**config.mk**
```make
export PLATFORM = sky130hd
export DESIGN_NAME = log_ops_exerciser
export DESIGN_NICKNAME = d
export VERILOG_FILES = /design/src/rtl/log_ops_exerciser.sv
export SDC_FILE = /design/constraint.sdc
export NUM_CORES = 1
export LEC_CHECK = 0
export BUFFER_PORTS_ARGS = -buffer_cell sky130_fd_sc_hd__buf_4
export CORE_ASPECT_RATIO = 1.1
export CORE_MARGIN = 5
export CORE_UTILIZATION = 41
export DETAILED_ROUTE_END_ITERATION = 8
export MAX_ROUTING_LAYER = met4
export SLEW_MARGIN = 10
export SYNTH_ARGS = -nofsm -noshare
export SYNTH_HDL_FRONTEND = slang
export SYNTH_SLANG_ARGS = --single-unit
```
**constraint.sdc**
```tcl
create_clock -name clk -period 2.86 [get_ports clk]
set_clock_uncertainty 0.05 [all_clocks]
set_input_delay 0.572 -clock clk [delete_from_list [all_inputs] [get_ports clk]]
set_output_delay 0.572 -clock clk [all_outputs]
set_load 0.03 [all_outputs]
```
**src/rtl/log_ops_exerciser.sv**
```systemverilog
// Self-checking sweep initiator for the a/b/c logical-operator unit: drives every
// {a,b,c} vector, samples the five result flags LAT cycles later and scores them.
module log_ops_exerciser #(
    parameter int W   = 4,
    parameter int LAT = 1
) (
    input  logic              clk,
    input  logic              rst,
    input  logic              start,
    output logic [W-1:0]      a_o,
    output logic [W-1:0]      b_o,
    output logic [W-1:0]      c_o,
    input  logic              u_i,
    input  logic              v_i,
    input  logic              x_i,
    input  logic              y_i,
    input  logic              z_i,
    output logic              busy,
    output logic              done,
    output logic              pass,
    output logic [3*W:0]      err_cnt,
    output logic              fail_seen,
    output logic [3*W-1:0]    first_vec,
    output logic [4:0]        first_obs
);

    localparam int VW  = 3 * W;
    localparam int WCW = (LAT > 1) ? $clog2(LAT) : 1;
    localparam logic [WCW-1:0] WC_LAST = WCW'(LAT - 1);

    typedef enum logic [1:0] {
        ST_IDLE = 2'd0,
        ST_RUN  = 2'd1,
        ST_DONE = 2'd2
    } state_t;

    // Reference flags {u,v,x,y,z}; each operand only matters through "is nonzero".
    function automatic logic [4:0] golden_flags(input logic [VW-1:0] vec);
        logic op_a;
        logic op_b;
        logic op_c;
        op_a = |vec[VW-1:2*W];
        op_b = |vec[2*W-1:W];
        op_c = |vec[W-1:0];
        return {(!op_b || op_c), (op_a && !op_c), (op_a || op_b), (op_a && op_c), !op_b};
    endfunction

    state_t              r_state;
    logic [VW-1:0]       r_vec;
    logic [WCW-1:0]      r_wc;
    logic [VW:0]         r_err_cnt;
    logic                r_fail_seen;
    logic [VW-1:0]       r_first_vec;
    logic [4:0]          r_first_obs;
    logic                r_busy;
    logic                r_done;
    logic                r_pass;

    logic [4:0]          w_obs;
    logic [4:0]          w_exp;
    logic                w_mismatch;
    logic                w_last;
    logic                w_sample;

    assign w_obs      = {u_i, v_i, x_i, y_i, z_i};
    assign w_exp      = golden_flags(r_vec);
    assign w_mismatch = (w_obs != w_exp);
    assign w_last     = (r_vec == {VW{1'b1}});
    assign w_sample   = (r_wc == WC_LAT_LAST());

    function automatic logic [WCW-1:0] WC_LAT_LAST();
        return WC_LAST;
    endfunction

    // Sweep sequencer, scoreboard and all registered status outputs.
    always_ff @(posedge clk) begin
        if (rst) begin
            r_state     <= ST_IDLE;
            r_vec       <= {VW{1'b0}};
            r_wc        <= {WCW{1'b0}};
            r_err_cnt   <= {(VW+1){1'b0}};
            r_fail_seen <= 1'b0;
            r_first_vec <= {VW{1'b0}};
            r_first_obs <= 5'b00000;
            r_busy      <= 1'b0;
            r_done      <= 1'b0;
            r_pass      <= 1'b0;
        end else begin
            case (r_state)
                ST_IDLE, ST_DONE: begin
                    if (start) begin
                        r_state     <= ST_RUN;
                        r_vec       <= {VW{1'b0}};
                        r_wc        <= {WCW{1'b0}};
                        r_err_cnt   <= {(VW+1){1'b0}};
                        r_fail_seen <= 1'b0;
                        r_first_vec <= {VW{1'b0}};
                        r_first_obs <= 5'b00000;
                        r_busy      <= 1'b1;
                        r_done      <= 1'b0;
                        r_pass      <= 1'b0;
                    end else begin
                        r_state <= r_state;
                    end
                end
                ST_RUN: begin
                    if (w_sample) begin
                        if (w_mismatch) begin
                            r_err_cnt <= r_err_cnt + {{VW{1'b0}}, 1'b1};
                            if (!r_fail_seen) begin
                                r_first_vec <= r_vec;
                                r_first_obs <= w_obs;
                                r_fail_seen <= 1'b1;
                            end else begin
                                r_fail_seen <= 1'b1;
                            end
                        end else begin
                            r_err_cnt <= r_err_cnt;
                        end
                        // Last vector is scored on this same edge before DONE is entered.
                        if (w_last) begin
                            r_state <= ST_DONE;
                            r_busy  <= 1'b0;
                            r_done  <= 1'b1;
                            r_pass  <= (r_err_cnt == {(VW+1){1'b0}}) && !w_mismatch;
                        end else begin
                            r_vec <= r_vec + {{(VW-1){1'b0}}, 1'b1};
                            r_wc  <= {WCW{1'b0}};
                        end
                    end else begin
                        r_wc <= r_wc + {{(WCW-1){1'b0}}, 1'b1};
                    end
                end
                default: begin
                    r_state <= ST_IDLE;
                    r_busy  <= 1'b0;
                    r_done  <= 1'b0;
                    r_pass  <= 1'b0;
                end
            endcase
        end
    end

    assign a_o       = r_vec[VW-1:2*W];
    assign b_o       = r_vec[2*W-1:W];
    assign c_o       = r_vec[W-1:0];
    assign busy      = r_busy;
    assign done      = r_done;
    assign pass      = r_pass;
    assign err_cnt   = r_err_cnt;
    assign fail_seen = r_fail_seen;
    assign first_vec = r_first_vec;
    assign first_obs = r_first_obs;

endmodule

```
==> results.md <==
- #FFs+latches synth: 47
- CTS buffer count: 5
- Starting density of the core: ~43%
- Syn Area/Cell: 8.229 um2
- IO buf count: 53
- Cts hold-fix bufs: 0
- Die H: 88.49 um
- Worst-Margin Slew: roughly 0.54 ns
- Max-cap viol count: 0
- Clk pin slew, worst setup/hold paths: 0.09 ns
- Design Power: around 1.3 mW
- Share of the synthesized area in the top cell type: 40.98%
- Routability congestion estimate: 0.7988
- Hpwl dp: 4255 um
- Die area: 7198 um2
- Routed vias: 2034
- Sequential area share after synthesis: 40.98%
- Distinct cells, synth: 41
- Area growth, synth to finish: 26.76%
- Crit-path max FO: 17
- Fin Setup TNS: 0 ns
- H-tree depth: 2
- Post-cts resize count: 0
- Post-synth EDFFs: 0
- Total gr overflow: 0
- First-pass GRT wire length: 9294 um
- Antenna violations before repair: 0
- Hold Path Class: reg2reg
- Worst EP required: 2.98 ns
- Most common flop cell mapped by yosys: dfxtp_1
- Final min period: 2.606 ns
- CTS tree: yes
- Vias per cell: 4.949
- DRC viols: 0
- Syn Nets: approximately 290
- WP data arrival: 2.73 ns
- # diodes: 0
- IO Count: 54
- Pin count of the biggest net entering global routing: 24
- Pre-Repair DR Iteration Count: 4
- Final ANT Viol Nets: 0
- Status: finished clean
- Clock latency on the worst-skew pair: 0.29 ns
- Final setup violation count: 0
- Number of global-route vias before repair: 1889
- Gr usage total: around 17%
- Max Fclk: ~380 MHz
- Worst Hold Slack: 0.4106 ns
- Max clock buf depth: 2
- DRT iter0 DRCs: roughly 140
- CTS sink count: 47
- Routed len/inst: 13.68 um
- Yosys top cell by area: dfxtp_1
- Final clock period utilization by the worst path: 91.12%
- Crit. End Element: register
- CP Launch Type: register
- DIE WIDTH: 81.35 um
- # rows: 28
- Core area: 5395 um2
- Fin. Hold Viols: 0
- Mapped Area: about 2300 um2
- Yosys warns: 0
- Worst Setup Path Type: reg2reg
- Slew headroom: 63.65%
- Max-slew violations: 0
- Layout cells sized above 1: 22.62%
- Synth area leaders: dfxtp_1 (41%), nand2_1 (10%), mux2i_1 (8.7%)
- Number of nets in the layout: 347
- RSZ-0062 raised after global routing: no
- Postcts setup bufs: 0
- Async SR Flop Fraction: 0%
- Post-Synthesis Cells: 279
- Worst VDD drop: 0.3785 mV
- Final WL: 5624 um
- Clk root buf: clkbuf_8
- Pwr Density: 448.2 nW/um2
- Leakage Power: 1.208 nW
## power by group
group          internal, mW  switching (mW)  total (mW)
clock                 0.283           0.218       0.501
combinational        0.0478          0.0831       0.131
sequential            0.662          0.0103       0.673
total                 0.993           0.311        1.30
## final timing paths
path                              from                        end  slack [ns]  depth (start not counted)
min reg2reg  first_obs[4]$_SDFFE_PP0P_  first_obs[4]$_SDFFE_PP0P_        0.41                          2
max              r_vec[8]$_SDFFE_PP0P_  first_vec[6]$_SDFFE_PP0P_        0.25                          8
min          first_obs[4]$_SDFFE_PP0P_  first_obs[4]$_SDFFE_PP0P_        0.41                          2
max reg2reg      r_vec[8]$_SDFFE_PP0P_  first_vec[6]$_SDFFE_PP0P_        0.25                          8
## critical path, stage by stage, from the launching register on
cell and delay (ns):
dfxtp_1 0.38, nor4_1 0.50, a211oi_1 0.11, o211a_1 0.24
o31a_1 0.29, buf_4 0.18, or3_1 0.34, buf_4 0.23
mux2i_1 0.15
## layout by cell type, fill, tap and decap left out, drive strengths merged, types with 2 or more instances in the layout
master	instances
o21bai	4
clkbuf	6
nor2b	3
or4	2
nand4	5
mux2i	20
or2	4
or3	2
ha	4
and4	2
xnor2	2
buf	61
nor4	6
nand3	15
a211oi	5
nor4b	2
o21ai	4
inv	8
a21oi	7
nor2	25
nand2	62
xor2	11
dfxtp	47
nand2b	10
o22ai	4
nor3	3
## cells by family after synthesis
group	after synthesis	synth area share (%)
buffers and inverters	20	3.815
adder cells (fa/ha/maj)	4	2.180
AO/OA/AOI/OAI	31	9.156
AND/OR/NAND/NOR	144	30.19
XOR/XNOR	13	4.959
flip-flops	47	40.98
multiplexers	20	8.719
## cell usage after synthesis, types with 2 or more instances
master,n
nor4_1,5
o22ai_1,4
a211oi_1,5
mux2i_1,20
o21ai_0,4
or2_2,4
inv_1,8
clkbuf_1,8
nor2b_1,3
nor3_1,3
nand2_1,62
nand4_1,5
o21bai_1,4
and4_1,2
nor2_1,24
or4_1,2
nand2b_1,10
nor4b_1,2
nand3_1,15
xor2_1,11
dfxtp_1,47
ha_1,4
xnor2_1,2
a21oi_1,7
or3_1,2
## metal layers
metal  global-route usage (%)  part of all wire, %  up-vias
li1                         -                    -     1070
met1                    24.53                   52      921
met2                    24.07                   43       41
met3                    3.462                  4.5        2
met4                    4.147                 0.68        0
met5                        -                    0        -
## registers in the layout, indices dropped and copies added, names as in the netlist
signal / count
pass: 1
fail_seen: 1
r_vec: 12
r_state: 2
err_cnt: 13
first_vec: 12
busy: 1
first_obs: 5
## stage by stage
step / util [%] / setup WS [ns] / instance area, um2 / std cells
5_1_grt: 53.94 / 0.1255 / 2910 / 411
2_1_floorplan: - / 0.3771 / 2296 / 279
3_3_place_gp: 51.76 / 0.3586 / 2793 / 403
6_report: 53.94 / 0.2539 / 2910 / 411
3_5_place_dp: 51.76 / 0.2613 / 2793 / 403
4_1_cts: 53.94 / 0.2463 / 2910 / 411
## area by class of cell
class / instances / area (um2)
clock buffer: 6 / 82.58
clock inverter: 2 / 35.03
fill: 565 / 2485
inverter: 8 / 30.03
multi-input combinational: 212 / 1270
sequential: 47 / 940.9
tap: 75 / 93.84
timing repair buffer: 61 / 457.9
(Power assumes the default switching activity.)
